File: config.mk
export PLATFORM = sky130hd
export DESIGN_NAME = joy_source_arbiter_flat
export DESIGN_NICKNAME = d
export VERILOG_FILES = /design/src/rtl/joy_source_arbiter_if.sv /design/src/rtl/joy_source_arbiter.sv /design/src/flat_wrapper.sv
export SDC_FILE = /design/constraint.sdc
export NUM_CORES = 1
export LEC_CHECK = 0
export ABC_AREA = 1
export BUFFER_PORTS_ARGS = -buffer_cell sky130_fd_sc_hd__buf_4
export CORE_ASPECT_RATIO = 2
export CORE_MARGIN = 5
export CORE_UTILIZATION = 57
export DETAILED_ROUTE_END_ITERATION = 12
export GPL_TIMING_DRIVEN = 0
export PLACE_DENSITY = 0.8
export SLEW_MARGIN = 20
export SYNTH_ARGS = -nofsm -noshare
export SYNTH_HDL_FRONTEND = slang
export SYNTH_SLANG_ARGS = --single-unit
File: constraint.sdc
create_clock -name clk_sys -period 1.9 [get_ports clk_sys]
set_input_delay 0.095 -clock clk_sys [delete_from_list [all_inputs] [get_ports clk_sys]]
set_output_delay 0.095 -clock clk_sys [all_outputs]
set_load 0.02 [all_outputs]
File: src/rtl/joy_source_arbiter_if.sv
// joy_source_arbiter_if: joystick source and granted-output bundle for the per-player arbiter
interface joy_source_arbiter_if;
  logic       db_ena;
  logic [7:0] p1_usb;
  logic [7:0] p1_db;
  logic [7:0] p2_usb;
  logic [7:0] p2_db;
  logic [7:0] p1_out;
  logic [7:0] p2_out;
  logic       p1_sel;
  logic       p2_sel;
  logic       coin_pulse;
  modport master (
    output db_ena, p1_usb, p1_db, p2_usb, p2_db,
    input  p1_out, p2_out, p1_sel, p2_sel, coin_pulse
  );
  modport slave (
    input  db_ena, p1_usb, p1_db, p2_usb, p2_db,
    output p1_out, p2_out, p1_sel, p2_sel, coin_pulse
  );
endinterface

File: src/rtl/joy_source_arbiter.sv
// joy_source_arbiter: per-player USB/DB joystick ownership with idle hold window and shaped coin pulse
module joy_source_arbiter #(
  parameter int HOLD_CYC = 12000,
  parameter int COIN_CYC = 600000
) (
  input logic                 clk_sys,
  input logic                 Reset_n,
  joy_source_arbiter_if.slave bus
);
  localparam int HW = $clog2(HOLD_CYC + 1);
  localparam int CW = (COIN_CYC > 1) ? $clog2(COIN_CYC) : 1;
  typedef enum logic [1:0] {S_IDLE, S_PULSE, S_WAIT} state_t;
  logic [7:0] w_usb [2];
  logic [7:0] w_db  [2];
  logic [7:0] w_nxt_out [2];
  assign w_usb[0] = bus.p1_usb;
  assign w_usb[1] = bus.p2_usb;
  assign w_db[0]  = bus.p1_db;
  assign w_db[1]  = bus.p2_db;
  for (genvar i = 0; i < 2; i++) begin : g_slot
    logic          r_sel;
    logic [HW-1:0] r_hold;
    logic [7:0]    r_out;
    logic          w_own;
    logic          w_oth;
    logic          w_nxt_sel;
    logic [HW-1:0] w_nxt_hold;
    assign w_own = r_sel ? |w_db[i] : |w_usb[i];
    assign w_oth = r_sel ? |w_usb[i] : |w_db[i];
    assign w_nxt_sel  = !bus.db_ena ? 1'b0 :
                        (w_own || r_hold != '0) ? r_sel :
                        w_oth ? ~r_sel : r_sel;
    assign w_nxt_hold = !bus.db_ena ? '0 :
                        w_own ? HW'(HOLD_CYC) :
                        (r_hold != '0) ? r_hold - HW'(1) :
                        w_oth ? HW'(HOLD_CYC) : r_hold;
    // Output follows the next owner so a handover and its first data land on the same edge
    assign w_nxt_out[i] = w_nxt_sel ? w_db[i] : w_usb[i];
    // Owner, hold window and granted-bit registers for this player
    always_ff @(posedge clk_sys) begin
      if (!Reset_n) begin
        r_sel  <= 1'b0;
        r_hold <= '0;
        r_out  <= '0;
      end else begin
        r_sel  <= w_nxt_sel;
        r_hold <= w_nxt_hold;
        r_out  <= w_nxt_out[i];
      end
    end
  end
  logic          w_coin_any;
  logic          w_coin_nxt;
  logic          r_coin_d;
  logic          r_armed;
  logic          r_pulse;
  logic [CW-1:0] r_cnt;
  state_t        r_state;
  assign w_coin_any = g_slot[0].r_out[7] | g_slot[1].r_out[7];
  assign w_coin_nxt = w_nxt_out[0][7] | w_nxt_out[1][7];
  // Coin shaper; r_armed stays low after reset until coin is seen released, so a coin
  // held through reset cannot fire on the zero-to-one step of the cleared output registers
  always_ff @(posedge clk_sys) begin
    if (!Reset_n) begin
      r_state  <= S_IDLE;
      r_cnt    <= '0;
      r_pulse  <= 1'b0;
      r_coin_d <= 1'b0;
      r_armed  <= 1'b0;
    end else begin
      r_coin_d <= w_coin_any;
      r_armed  <= r_armed | ~w_coin_nxt;
      case (r_state)
        S_IDLE:
          if (w_coin_any && !r_coin_d && r_armed) begin
            r_state <= S_PULSE;
            r_cnt   <= CW'(COIN_CYC - 1);
            r_pulse <= 1'b1;
          end
        S_PULSE:
          if (r_cnt == '0) begin
            r_state <= S_WAIT;
            r_pulse <= 1'b0;
          end else begin
            r_cnt <= r_cnt - CW'(1);
          end
        S_WAIT:
          if (!w_coin_any) r_state <= S_IDLE;
        default: r_state <= S_IDLE;
      endcase
    end
  end
  assign bus.p1_out     = g_slot[0].r_out;
  assign bus.p2_out     = g_slot[1].r_out;
  assign bus.p1_sel     = g_slot[0].r_sel;
  assign bus.p2_sel     = g_slot[1].r_sel;
  assign bus.coin_pulse = r_pulse;
endmodule

File: src/flat_wrapper.sv
// flat-port wrapper written by rule: the top's interface ports become plain ports
module joy_source_arbiter_flat 
#(
  parameter int HOLD_CYC = 12000,
  parameter int COIN_CYC = 600000
)
  (clk_sys, Reset_n, bus_db_ena, bus_p1_usb, bus_p1_db, bus_p2_usb, bus_p2_db, bus_p1_out, bus_p2_out, bus_p1_sel, bus_p2_sel, bus_coin_pulse);
  joy_source_arbiter_if bus_i ();
  input logic clk_sys;
  input logic Reset_n;
  input wire logic [$bits(bus_i.db_ena)-1:0] bus_db_ena;
  input wire logic [$bits(bus_i.p1_usb)-1:0] bus_p1_usb;
  input wire logic [$bits(bus_i.p1_db)-1:0] bus_p1_db;
  input wire logic [$bits(bus_i.p2_usb)-1:0] bus_p2_usb;
  input wire logic [$bits(bus_i.p2_db)-1:0] bus_p2_db;
  output wire logic [$bits(bus_i.p1_out)-1:0] bus_p1_out;
  output wire logic [$bits(bus_i.p2_out)-1:0] bus_p2_out;
  output wire logic [$bits(bus_i.p1_sel)-1:0] bus_p1_sel;
  output wire logic [$bits(bus_i.p2_sel)-1:0] bus_p2_sel;
  output wire logic [$bits(bus_i.coin_pulse)-1:0] bus_coin_pulse;
  assign bus_i.db_ena = bus_db_ena;
  assign bus_i.p1_usb = bus_p1_usb;
  assign bus_i.p1_db = bus_p1_db;
  assign bus_i.p2_usb = bus_p2_usb;
  assign bus_i.p2_db = bus_p2_db;
  assign bus_p1_out = bus_i.p1_out;
  assign bus_p2_out = bus_i.p2_out;
  assign bus_p1_sel = bus_i.p1_sel;
  assign bus_p2_sel = bus_i.p2_sel;
  assign bus_coin_pulse = bus_i.coin_pulse;
  joy_source_arbiter #(.HOLD_CYC(HOLD_CYC), .COIN_CYC(COIN_CYC)) u_core (.clk_sys(clk_sys), .Reset_n(Reset_n), .bus(bus_i));
endmodule
Word-level counts from Yosys, hierarchy flattened
Index checks and enable logic that the tools add are counted.
- equal/unequal tests: 6
- bitwise operators: 8
- reduce and logical (&&, ||, !) cells: 24
- add/sub/neg operators: 3
- muxes and demuxes: 28
- operators with widths (operator ; count):
    14-bit two-way mux ; 6
    20-bit two-way mux ; 2
    20-bit case mux with 2 select lines ; 1
    8-bit OR reduction ; 4
    14-bit nonzero test ; 2
    14-bit by 1-bit subtractor with 14-bit output (second input constant) ; 2
    20-bit logical NOT ; 1
    20-bit by 1-bit subtractor with 20-bit output (second input constant) ; 1
    8-bit two-way mux ; 2
    1-bit two-way mux ; 12
    3-bit AND reduction ; 3
    2-bit two-way mux ; 3
    2-bit case mux with 3 select lines ; 1
    2-bit nonzero test ; 3
    3-bit nonzero test ; 2
    3-bit OR reduction ; 2
    1-bit inverter ; 5
    2-bit by 1-bit inequality test with 1-bit output (second input constant) ; 2
    2-bit inequality test (second input constant) ; 2
    1-bit bitwise OR ; 3
    2-bit by 1-bit equality test with 1-bit output (second input constant) ; 1
    2-bit equality test (second input constant) ; 1
    1-bit logical AND ; 2
    2-bit logical NOT ; 1
    4 further kinds ; 5
- output and inout port bits: 19
- bits in registers: 71
- logic and storage cells: 82

Depth between registers and ports, before layout
- depth after elaboration: 9
- gate-level depth with buffers: 13

Worst setup path after synthesis
No wires, ideal clock.
- path kind: reg-to-reg
- start: register u_core.g_slot[1].r_hold[0]
- end: register u_core.g_slot[1].r_out[2], in the netlist u_core.bus.p2_out[2]
- path slack: 0.364 ns
- required time: 1.785 ns
- stages on the path, launching flop included: 13
- setup time: 0.115 ns
- data arrival time: 1.421 ns
- path buffers: 1
- cells stage by stage: dfxtp_1 > inv_1 > ha_1 > nand2_2 > inv_2 > nand2_4 > nor2_8 > nand3_2 > nand2_2 > nand2_4 > buf_6 > o21ai_2 > a21oi_2
- word-level cells in the longest chain between the ends: 5
- ends and longest elaborated chain (what ; line ; source):
    start: declaration ; joy_source_arbiter.sv:22 ; logic [HW-1:0] r_hold;
    start signal: assignment ; joy_source_arbiter.sv:47 ; r_hold <= w_nxt_hold;
    14-bit nonzero test ; joy_source_arbiter.sv:31 ; (w_own || r_hold != '0) ? r_sel :
    1-bit logical OR ; joy_source_arbiter.sv:31 ;
    1-bit two-way mux ; joy_source_arbiter.sv:31 ;
    1-bit two-way mux ; joy_source_arbiter.sv:30 ; assign w_nxt_sel = !bus.db_ena ? 1'b0 :
    8-bit two-way mux ; joy_source_arbiter.sv:38 ; assign w_nxt_out[i] = w_nxt_sel ? w_db[i] : w_usb[i];
    end signal: assignment ; joy_source_arbiter.sv:48 ; r_out <= w_nxt_out[i];
    end: declaration ; joy_source_arbiter.sv:23 ; logic [7:0] r_out;
No other way between the ends.
A chain may end at the register's enable or synchronous reset.

Worst setup path in the final report
- start: register u_core.g_slot[0].r_hold[0]
- end: register u_core.g_slot[0].r_out[0], in the netlist u_core.bus.p1_out[0]
- word-level cells in the longest chain between the ends: 5
- ends and longest elaborated chain (what ; line):
    start: declaration ; joy_source_arbiter.sv:22
    start signal: assignment ; joy_source_arbiter.sv:47
    14-bit nonzero test ; joy_source_arbiter.sv:31
    1-bit logical OR ; joy_source_arbiter.sv:31
    1-bit two-way mux ; joy_source_arbiter.sv:31
    1-bit two-way mux ; joy_source_arbiter.sv:30
    8-bit two-way mux ; joy_source_arbiter.sv:38
    end signal: assignment ; joy_source_arbiter.sv:48
    end: declaration ; joy_source_arbiter.sv:23
No other way between the ends.

==> results.cfg <==
[global_routing]
antenna_found_initial = 0
top_usage_layer = met2
grt_pass1_wl_um = 16990
grtUsageMet2_pct = 50.93
grt_util_met3_pct = 5.957
grt_pass1_vias = 3913
grt_max_degree = 13
overflow = 0
grtUsageMet1_pct = 25.31
grt.total_usage_pct = 27.39

[cts]
clk_path_buf_depth = 2
clock_latency_ns = 0.34
clock-sinks = 71
cts_max_level = 3
cts-buffers-inserted = 9
path_clk_slew_ns = 0.05
root_buffer = clkbuf_16
cts_tree = yes

[yosys]
ys_seq_elements = 71
synth.area.top_cells = dfxtp_1 38%, nor2_1 9.8%, nand2_1 8.4%
syn_nets = 564
async_flop_share_pct = 0
synth_edf_count = 0
synth_top_area_cell = dfxtp_1
yosysSeqAreaShare_pct = 38.43
syn_avg_cell_area_um2 = 7.045
yosysWarnings = 0
ys_types = 40
synthCells = 525
synth_ff_type = dfxtp_1
syn_area_um2 = 3699
yosysTopAreaCellShare_pct = 38.43

[route]
drcViolationCount = 0
ant_nets = 0
firstDrtPassIters = 5
drt_iter0_markers = 295
vias_per_cell = 5.481
via_count = 3760
wire_per_inst_um = 15.03
wirelength_um = 10310

[final_layout]
area_growth_pct = 25.30
final_cells = 686
diodes = 0
final_common_cell = nor2_1
post-route-util_pct = 73.45
final_layout_size_suffix_gt1_share_pct = 21.00
final_nets = 634
layout_common_cells = 96 x nor2_1, 83 x nand2_1, 70 x dfxtp_1

[worst_setup_path]
cp_max_fo = 10
cp_cell_sequence = inv_2 -> ha_4 -> nand3_2 -> inv_1 -> nand2_1 -> nor2_4 -> nand3_2 -> nand2_2 -> nand2_4 -> o21ai_0 -> nor2_1
cp.buffers_inverters = 2
end_kind = flip-flop
cp.arrival_ns = 1.95
critPathKind = reg2reg
critPathTopFamily = simple AND/OR/NAND/NOR gates
critPathLaunchType = flip-flop
crit_slowest_cell = dfxtp_1
crit_path_frequent_cell = nand3_2
slowest_delay_ns = 0.32
critical_path_required_ns = 2.11

[sta]
hold_viol = 0
hold_slack_ns = 0.006988
fin_crit_ns = 1.735
slew_headroom_pct = 63.73
timing.fmax_mhz = 576.3
fin_worst_skew_ns = 0.01058
drv_slew = 0
finalCritPeriodShare_pct = 91.33
finalSetupViolCount = 0
worst_pin_slew_ns = 0.5441

[outcome]
status = complete, no violations

[power]
p_total_uw = 4496
peakVddDrop_mv = 0.7170
p_leak_uw = 0.002217
p_per_area_nw_per_um2 = 970.1

[floorplanning]
die_h_um = 123.9
std_cell_rows = 41
coreArea_um2 = 6310
die_area_um2 = 8298
io_pins = 54
die_x_um = 66.96
initial_core_util_pct = 58.62

[place]
port_buffers = 52
gp_congestion = 0.9558
dp_hpwl_um = 7997
dpl.cell_count = 663

[worst_hold_path]
hold_class = in2reg

[flow_run]
cap_violations = 0
==> worst min-delay path, stage by stage <==
cell	delay, ns
buf_4	0.08
nor2_1	0.03
nor2_1	0.08
==> where the power goes <==
group	internal [µW]	switching (µW)
clock network	1310	642
logic	338	556
registers	1570	73.3
total	3220	1270
==> routing by layer <==
| metal | part of all wire (%) | vias to the layer above |
|---|---|---|
| met5 | 0 | - |
| met4 | 6.7 | 0 |
| met3 | 3.8 | 56 |
| met2 | 56 | 128 |
| met1 | 34 | 1736 |
| li1 | - | 1840 |
==> final timing paths <==
path,startpoint,endpoint,slack [ns],depth (start not counted)
worst min-delay path,bus_p1_usb[1],u_core.bus.p1_out[1]$_SDFF_PN0_,0.007,3
worst max-delay path,u_core.g_slot[0].r_hold[0]$_SDFFE_PP0P_,u_core.bus.p1_out[0]$_SDFF_PN0_,0.16,11
worst max register to register,u_core.g_slot[0].r_hold[0]$_SDFFE_PP0P_,u_core.bus.p1_out[0]$_SDFF_PN0_,0.16,11
worst min register to register,u_core.g_slot[0].r_hold[1]$_SDFFE_PP0P_,u_core.g_slot[0].r_hold[1]$_SDFFE_PP0P_,0.47,2
==> kinds of logic (layout without fill, tap and decap cells) <==
kind of cell / after synthesis / count (layout) / share of synthesized area, %
buffers and inverters: 76 / 151 / 8.288
AND/OR/NAND/NOR: 264 / 264 / 34.20
flip-flops: 71 / 71 / 38.43
AO/OA/AOI/OAI: 96 / 96 / 14.41
adder cells (fa/ha/maj): 4 / 4 / 1.353
XOR/XNOR: 14 / 14 / 3.315
==> cells in the mapped netlist, types with 5 or more instances <==
cell	instances
nand2_2	5
a21oi_1	35
nor3_1	7
xnor2_1	7
dfxtp_1	71
nand3b_1	6
o21ai_0	33
nand2_1	83
a31oi_1	8
nor2_2	8
xor2_1	7
nand3_2	5
nand3_1	23
nor2_1	97
inv_1	64
o21ai_1	6
nand4_1	7
==> per-stage QoR <==
stage               setup TNS (ns)  setup WS (ns)  cell area, µm²
floorplan                        0         0.3636            3699
detailed placement               0         0.1058            4197
CTS                              0        0.07788            4573
finish                           0         0.1647            4634
global route              -0.02847       -0.02847            4634
global placement                 0         0.1145            4197
==> final cells by class <==
class	count	area [µm²]
Buffer	8	51.30
Clock buffer	10	239.0
Clock inverter	6	107.6
Fill cell	520	1675
Inverter	68	257.7
Multi-Input combinational cell	378	1998
Sequential cell	71	1423
Tap cell	86	107.6
Timing Repair Buffer	59	450.4
==> what timing repair did <==
action | CTS | global route
endpoints found under the hold margin | 2 | 0
setup buffers | 0 | 4
endpoints found under the setup margin | 0 | 18
gates resized for setup | 0 | 11
hold buffers | 3 | 0
==> sequential cells by signal, indices dropped and copies added, names as in the netlist <==
register	count
u_core.g_slot.r_hold	28
u_core.r_cnt	20
u_core.bus.p1_out	8
u_core.bus.p2_out	8
u_core.r_state	2
u_core.bus.coin_pulse	1
u_core.bus.p1_sel	1
u_core.bus.p2_sel	1
u_core.r_armed	1
u_core.r_coin_d	1
Power figures use the tool's default switching activity.
